===== config.mk =====
export PLATFORM = sky130hd
export DESIGN_NAME = step_ctl_flat
export DESIGN_NICKNAME = d
export VERILOG_FILES = /design/src/rtl/step_ctl_if.sv /design/src/rtl/step_ctl.sv /design/src/flat_wrapper.sv
export SDC_FILE = /design/constraint.sdc
export NUM_CORES = 1
export LEC_CHECK = 0
export BUFFER_PORTS_ARGS = -buffer_cell sky130_fd_sc_hd__buf_4
export CORE_UTILIZATION = 62
export CTS_CLUSTER_DIAMETER = 50
export CTS_CLUSTER_SIZE = 20
export DETAILED_ROUTE_END_ITERATION = 7
export GPL_TIMING_DRIVEN = 0
export HOLD_SLACK_MARGIN = 0.03
export PLACE_DENSITY = 0.83
export SYNTH_ARGS = -nofsm -noshare
export SYNTH_HDL_FRONTEND = slang
export SYNTH_SLANG_ARGS = --single-unit

===== constraint.sdc =====
create_clock -name phi2 -period 3.75 [get_ports phi2]
set_clock_uncertainty 0.2 [all_clocks]
set_input_delay 0 -clock phi2 [delete_from_list [all_inputs] [get_ports phi2]]
set_output_delay 0 -clock phi2 [all_outputs]
set_load 0.1 [all_outputs]

===== src/rtl/step_ctl_if.sv =====
// Step link from the front-panel step generator to ss_core:
// a fixed-width ss strobe qualified by an active-low si_n level.
interface step_ctl_if;
    logic ss;
    logic si_n;

    modport master (output ss, output si_n);
    modport slave  (input ss, input si_n);
endinterface


===== src/rtl/step_ctl.sv =====
// Front-panel STEP generator: debounces the raw pushbutton, emits fixed-width
// ss strobes with a matching si_n level, optional auto-repeat and a step count.
module step_ctl #(
    parameter int DB_CYCLES     = 10000,
    parameter int SS_WIDTH      = 3,
    parameter int REPEAT_DELAY  = 500000,
    parameter int REPEAT_PERIOD = 100000,
    parameter int CW            = 20
) (
    input  logic        phi2,
    input  logic        rst_n,
    input  logic        btn_n,
    input  logic        inst_n,
    input  logic        auto_en,
    step_ctl_if.master  step,
    output logic        busy,
    output logic [15:0] step_cnt
);

    typedef enum logic [2:0] {IDLE, DB_PRESS, PULSE, HOLD, DB_REL} state_t;

    localparam logic [CW-1:0] ONE  = CW'(1);
    localparam logic [CW-1:0] DB_T = CW'(DB_CYCLES);
    localparam logic [CW-1:0] SS_T = CW'(SS_WIDTH);
    localparam logic [CW-1:0] RD_T = CW'(REPEAT_DELAY);
    localparam logic [CW-1:0] RP_T = CW'(REPEAT_PERIOD);

    state_t        state;
    logic [CW-1:0] timer;
    logic          repeating;
    logic          sync1;
    logic          sync2;
    logic          btn_s;
    logic          ss_q;
    logic          si_n_q;

    assign step.ss   = ss_q;
    assign step.si_n = si_n_q;
    assign btn_s     = ~sync2;

    function automatic logic [CW-1:0] sat_inc(input logic [CW-1:0] v);
        return (&v) ? v : v + ONE;
    endfunction

    // btn_n is asynchronous to phi2; resting level is released (1)
    always_ff @(posedge phi2 or negedge rst_n) begin
        if (!rst_n) begin
            sync1 <= 1'b1;
            sync2 <= 1'b1;
        end else begin
            sync1 <= btn_n;
            sync2 <= sync1;
        end
    end

    always_ff @(posedge phi2 or negedge rst_n) begin
        if (!rst_n) begin
            state     <= IDLE;
            timer     <= '0;
            repeating <= 1'b0;
            ss_q      <= 1'b0;
            si_n_q    <= 1'b1;
            busy      <= 1'b0;
            step_cnt  <= '0;
        end else begin
            case (state)
                IDLE: begin
                    if (btn_s) begin
                        state <= DB_PRESS;
                        timer <= ONE;
                        busy  <= 1'b1;
                    end else begin
                        timer <= '0;
                    end
                end
                DB_PRESS: begin
                    if (!btn_s) begin
                        state <= IDLE;
                        timer <= '0;
                        busy  <= 1'b0;
                    end else if (timer >= DB_T) begin
                        state     <= PULSE;
                        timer     <= ONE;
                        ss_q      <= 1'b1;
                        si_n_q    <= inst_n;
                        step_cnt  <= step_cnt + 16'd1;
                        repeating <= 1'b0;
                    end else begin
                        timer <= sat_inc(timer);
                    end
                end
                // timer keeps running from strobe start so HOLD can time repeats
                PULSE: begin
                    timer <= sat_inc(timer);
                    if (timer >= SS_T) begin
                        ss_q   <= 1'b0;
                        si_n_q <= 1'b1;
                        state  <= HOLD;
                    end
                end
                HOLD: begin
                    if (!btn_s) begin
                        state <= DB_REL;
                        timer <= ONE;
                    end else if (auto_en && (timer >= (repeating ? RP_T : RD_T))) begin
                        state     <= PULSE;
                        timer     <= ONE;
                        ss_q      <= 1'b1;
                        si_n_q    <= inst_n;
                        step_cnt  <= step_cnt + 16'd1;
                        repeating <= 1'b1;
                    end else begin
                        timer <= sat_inc(timer);
                    end
                end
                DB_REL: begin
                    if (btn_s) begin
                        state <= HOLD;
                        timer <= '0;
                    end else if (timer >= DB_T) begin
                        state <= IDLE;
                        timer <= '0;
                        busy  <= 1'b0;
                    end else begin
                        timer <= sat_inc(timer);
                    end
                end
                default: begin
                    state  <= IDLE;
                    timer  <= '0;
                    ss_q   <= 1'b0;
                    si_n_q <= 1'b1;
                    busy   <= 1'b0;
                end
            endcase
        end
    end

endmodule


===== src/flat_wrapper.sv =====
// flat-port wrapper written by rule: the top's interface ports become plain ports
module step_ctl_flat 
#(
    parameter int DB_CYCLES     = 10000,
    parameter int SS_WIDTH      = 3,
    parameter int REPEAT_DELAY  = 500000,
    parameter int REPEAT_PERIOD = 100000,
    parameter int CW            = 20
)
  (phi2, rst_n, btn_n, inst_n, auto_en, busy, step_cnt, step_ss, step_si_n);
  step_ctl_if step_i ();
  input  logic phi2;
  input  logic rst_n;
  input  logic btn_n;
  input  logic inst_n;
  input  logic auto_en;
  output logic busy;
  output logic [15:0] step_cnt;
  output wire logic [$bits(step_i.ss)-1:0] step_ss;
  output wire logic [$bits(step_i.si_n)-1:0] step_si_n;
  assign step_ss = step_i.ss;
  assign step_si_n = step_i.si_n;
  step_ctl #(.DB_CYCLES(DB_CYCLES), .SS_WIDTH(SS_WIDTH), .REPEAT_DELAY(REPEAT_DELAY), .REPEAT_PERIOD(REPEAT_PERIOD), .CW(CW)) u_core (.phi2(phi2), .rst_n(rst_n), .btn_n(btn_n), .inst_n(inst_n), .auto_en(auto_en), .step(step_i), .busy(busy), .step_cnt(step_cnt));
endmodule

# Word-level counts from Yosys, hierarchy flattened
# Index checks and enable logic that the tools add are counted.
[totals] wordCells=85 reg_bits=45 inputBits=5 output_inout_bits=19
[classes] addsub=2 reduce_logical=10 bitwise_logic=2 n_mux=43 eq_ne=16 n_lt_le_gt_ge=3
[op_table] operator="20-bit 2-to-1 mux" count=7
[op_table] operator="20-bit case mux with 5 select lines" count=1
[op_table] operator="16-bit 2-to-1 mux" count=4
[op_table] operator="16-bit case mux with 2 select lines" count=1
[op_table] operator="3-bit 2-to-1 mux" count=8
[op_table] operator="20-bit by 1-bit adder with 20-bit output (second input constant)" count=1
[op_table] operator="20-bit by 14-bit >= comparator with 1-bit output (second input constant)" count=1
[op_table] operator="20-bit by 2-bit >= comparator with 1-bit output (second input constant)" count=1
[op_table] operator="20-bit >= comparator" count=1
[op_table] operator="20-bit AND reduction" count=1
[op_table] operator="19-bit 2-to-1 mux" count=1
[op_table] operator="16-bit by 1-bit adder with 16-bit output (second input constant)" count=1
[op_table] operator="1-bit 2-to-1 mux" count=16
[op_table] operator="3-bit case mux with 5 select lines" count=1
[op_table] operator="5-bit AND reduction" count=3
[op_table] operator="2-bit by 1-bit != test with 1-bit output (second input constant)" count=6
[op_table] operator="1-bit case mux with 4 select lines" count=3
[op_table] operator="3-bit by 2-bit equality test with 1-bit output (second input constant)" count=2
[op_table] operator="2-bit != test (second input constant)" count=3
[op_table] operator="3-bit by 1-bit != test with 1-bit output (second input constant)" count=2
[op_table] operator="6-bit AND reduction" count=1
[op_table] operator="2-bit OR reduction" count=2
[op_table] operator="3-bit by 1-bit equality test with 1-bit output (second input constant)" count=1
[op_table] operator="3-bit equality test (second input constant)" count=1
[op_table] operator="6 further kinds" count=7

# Longest topological paths before layout
[depth] depth_word=6 mapped_depth=9 depth_no_buf=8

# Worst setup path before layout
# OpenSTA, ideal clock, no wires.
[synth_timing] path_kind="flip-flop to flip-flop" startpoint="register u_core.repeating" endpoint="register u_core.step_cnt[13]" setup_slack_ns=1.443 path_buffers=1 period_less_slack_ns=2.307 arrival_ns=1.948 path_stages_with_launch=9 required_ns=3.391 cell_sequence="dfrtp_1 > ha_1 > a211oi_1 > o2111ai_1 > o211ai_2 > o22ai_2 > buf_6 > nand4_1 > xnor2_1"
[synth_between] elab_chain_cells=5
[synth_lines] element="start, declared" line="step_ctl.sv:30" source="logic repeating;"
[synth_lines] element="start signal, assigned" line="step_ctl.sv:60" source="repeating <= 1'b0;"
[synth_lines] element="start signal, assigned" line="step_ctl.sv:87" source="repeating <= 1'b0;"
[synth_lines] element="start signal, assigned" line="step_ctl.sv:111" source="repeating <= 1'b1;"
[synth_lines] element="19-bit 2-to-1 mux" line="step_ctl.sv:105" source="end else if (auto_en && (timer >= (repeating ? RP_T : RD_T))) begin"
[synth_lines] element="20-bit >= comparator" line="step_ctl.sv:105"
[synth_lines] element="1-bit logical AND" line="step_ctl.sv:105"
[synth_lines] element="2-bit by 1-bit != test with 1-bit output (no source line)"
[synth_lines] element="5-bit AND reduction (no source line)"
[synth_lines] element="end signal, assigned" line="step_ctl.sv:86" source="step_cnt <= step_cnt + 16'd1;"
[synth_lines] element="end signal, assigned" line="step_ctl.sv:110" source="step_cnt <= step_cnt + 16'd1;"
[synth_lines] element="end, declared" line="step_ctl.sv:17" source="output logic [15:0] step_cnt"
# Every way passes these cells.
# A chain may end at the register's enable or synchronous reset.

# Final worst setup path
[layout_timing] startpoint="register u_core.repeating" endpoint="register u_core.step_cnt[4]"
# The elaborated chain is that of the path after synthesis.

==> out/qor.csv <==
stage,metric,value,unit
critical_path,Top Family by Delay on Critical Path,compound AO/OA/AOI/OAI gates,
sta,setup_tns,0,ns
grt,initial antenna violation count,0,
sta,Period minus WS final,2.811,ns
synthesis,Synth Instances,284,
sta,"Hold Vio Cnt, Final",0,
clocking,TritonCTS clock tree,yes,
critical_path,CP required,3.77,ns
die,initial core utilization,0.6500,
clocking,TritonCTS buffer count,5,
synthesis,Mapped Area,0.002619,mm²
clocking,clk buf depth,2,
route,initial DRC count,123,
critical_path,CP Cell Sequence,"ha_1, a211oi_1, o2111ai_1, o211ai_2, o22ai_2, buf_6, nand3_1, xnor2_1",
synthesis,"EDFF count, synth",0,
clocking,clk root buf,clkbuf_8,
critical_path,Reg2Reg Launch Point,u_core.repeating,
sta,Final Max Slew Viols,0,
route,DRT Pass-1 Iters,4,
grt,vias in the first global route,2080,
cells_and_area,layout cells sized above 1,0.1567,
cells_and_area,post-route cell area,0.002988,mm²
sta,top achievable clock speed,355.7,MHz
route,final WL,5.729,mm
sta,final setup fails,0,
synthesis,Syn Area/Cell,9.221,µm²
clocking,clock-pin slew on the worst setup and hold paths,0.09,ns
sta,unrepaired setup endpoints after global routing,no,
grt,largest net degree at the start of global routing,46,
synthesis,Yosys reg bits,45,
clocking,Clock Latency Late Sink,0.30,ns
worst_hold_path,worst hold path type,in2async,
die,Rows,23,
placement,hpwl dp,4.006,mm
critical_path,Worst EP arrival,2.83,ns
power_and_ir_drop,leakage,1.291,nW
critical_path,Worst path max stage delay,0.46,ns
synthesis,Syn Nets,299,
critical_path,CP Buf/Inv Count,1,
die,core outline area,0.004029,mm²
die,Die Area,0.004488,mm²
power_and_ir_drop,peak supply drop,0.2055,mV
critical_path,flop2flop setup slack,0.94,ns
critical_path,CP Class,reg2reg,
critical_path,Worst R2R Path Depth,8,
sta,Worst slew margin,0.5741,
synthesis,largest cells by area after synthesis,"dfrtp_1 (40%), xnor2_1 (9.4%), nor2_1 (6.0%)",
synthesis,Netlist cell types,46,
synthesis,top_reg_cell synth,dfrtp_1,
synthesis,"Async S/R FF share, synth",1.000,
synthesis,Syn. warnings,0,
cells_and_area,ant diodes,0,
route,vias after detailed routing,2223,
grt,first-pass GRT wire length,9.646,mm
clocking,number of clock sinks,45,
placement,dpl cell area,0.002854,mm²
die,DIE WIDTH,66.99,µm
die,Chip Height,66.99,µm
placement,port bufs,23,
route,# DRC,0,
critical_path,Critical Path Start Type,register,
critical_path,CP max-delay cell,dfrtp_1,
cells_and_area,nets,333,
cells_and_area,area grow syn2layout,14.09,%
sta,final worst path period share,0.7496,
clocking,H-tree lvl count,2,
critical_path,Critical Path End Type,register,
synthesis,Post-synth top cells,"dfrtp_1 (42), nor2_1 (42), xnor2_1 (28)",
run_status,status,"finished, final reports clean",
route,vias per inst,6.024,
sta,Worst-Margin Slew,0.6346,ns
route,Routed Antenna Nets,0,
synthesis,post-synthesis sequential area ratio,0.4314,
route,Wirelength per Cell,15.53,µm
grt,total track usage,0.2864,
die,num ports,24,
critical_path,CP max FO,10,
synthesis,"area leader, netlist",dfrtp_1,
grt,"Remaining Overflow, GRT",0,
critical_path,Reg-to-Reg End,u_core.step_cnt[4],
clocking,CTS resizes,0,
power_and_ir_drop,Tot Pwr,1.231,mW
power_and_ir_drop,Cell Pwr Density,412.0,mW/mm²
flow_run,# Max-Cap Violations,0,
placement,Placer Congestion,0.9146,
synthesis,Synth top area share,0.4013,
## report_power, final
group          internal [mW]  switching [mW]  total [mW]
Sequential             0.515          0.0204       0.536
Combinational          0.135           0.246       0.381
Clock                  0.150           0.164       0.314
## stage by stage
| stage | setup WS [ns] | hold slack [ns] | util | std cells |
|---|---|---|---|---|
| after floorplan | 1.443 | -0.4956 | - | 284 |
| after global placement | 1.073 | -0.1687 | 0.7084 | 357 |
| after detailed placement | 1.024 | -0.1696 | 0.7084 | 357 |
| after CTS | 1.006 | 0.05332 | 0.7416 | 369 |
| after global routing | 0.8144 | 0.09984 | 0.7416 | 369 |
| final | 0.9389 | 0.03504 | 0.7416 | 369 |
## layer usage
layer	track usage	vias up	wire (µm)
met1	0.3799	1072	2554
li1	-	1072	-
met3	0.05651	12	302
met2	0.4583	67	2768
met5	0	-	0
met4	0.1064	0	104
## how the worst max path moves through the flow
stage | startpoint | end | cells after the start
2_1_floorplan | u_core.repeating | u_core.step_cnt[13] | 8
3_3_place_gp | u_core.repeating | u_core.step_cnt[8] | 8
3_5_place_dp | u_core.repeating | u_core.timer[15] | 8
4_1_cts | u_core.repeating | u_core.step_cnt[4] | 8
5_1_grt | u_core.repeating | u_core.step_cnt[4] | 8
6_report | u_core.repeating | u_core.step_cnt[4] | 8
## kinds of logic (layout without fill, tap and decap cells)
kind of cell    Yosys count  in the layout  synth area share
compound gates           41             41            0.1099
xor+xnor                 29             29           0.09699
fa+ha+maj                10             10           0.04778
buf+inv                  25             60           0.05064
flops                    45             45            0.4314
mux                       4              4           0.01577
simple gates            130            130            0.2475
## layout by cell type, fill, tap and decap left out, types with 2 or more instances in the layout
cell type,instances
nor4_1,5
inv_1,14
dlygate4sd3_1,4
a31o_2,2
clkbuf_8,6
o21ai_0,11
and4_1,6
and3_1,5
clkbuf_1,6
buf_6,5
nor3_1,10
xnor2_1,28
dfstp_2,3
nand4_1,15
a21oi_1,9
nand3_1,15
and3_2,2
ha_1,10
dfrtp_1,42
buf_4,23
a31oi_1,3
nor2_1,42
mux2i_1,3
and2_1,3
o21a_1,3
nand2_1,20
## area by class of cell
cell class / instances / area [µm²]
multi-input cells: 214 / 1356
flip-flops and latches: 45 / 1130
fillers: 307 / 1041
repair buffers: 27 / 212.7
clock buffers: 7 / 86.33
plain buffers: 11 / 80.08
well taps: 50 / 62.56
inverters: 14 / 52.55
clock inverters: 1 / 7.507
## flip-flops by register name, summed over array words and instances (netlist names)
| register | count |
|---|---|
| u_core.sync2 | 1 |
| u_core.repeating | 1 |
| u_core.step_cnt | 16 |
| u_core.state | 3 |
| u_core.step.si_n | 1 |
| u_core.sync1 | 1 |
| u_core.timer | 20 |
| u_core.busy | 1 |
| u_core.step.ss | 1 |
## timing repair
item                       4_1_cts  5_1_grt
hold buffers                     4        0
setup endpoints to repair        0        0
setup buffers                    0        0
hold endpoints to repair        50        0
## worst reg2reg max path, delay by kind of cell, from the launching register on
kind / cells / cell delay [ns]
adder cells (fa/ha/maj): 1 / 0.34
buffers and inverters: 1 / 0.21
AND/OR/NAND/NOR: 1 / 0.11
AO/OA/AOI/OAI: 4 / 1.27
flip-flops: 1 / 0.46
XOR/XNOR: 1 / 0.13
Power figures use the tool's default switching activity.
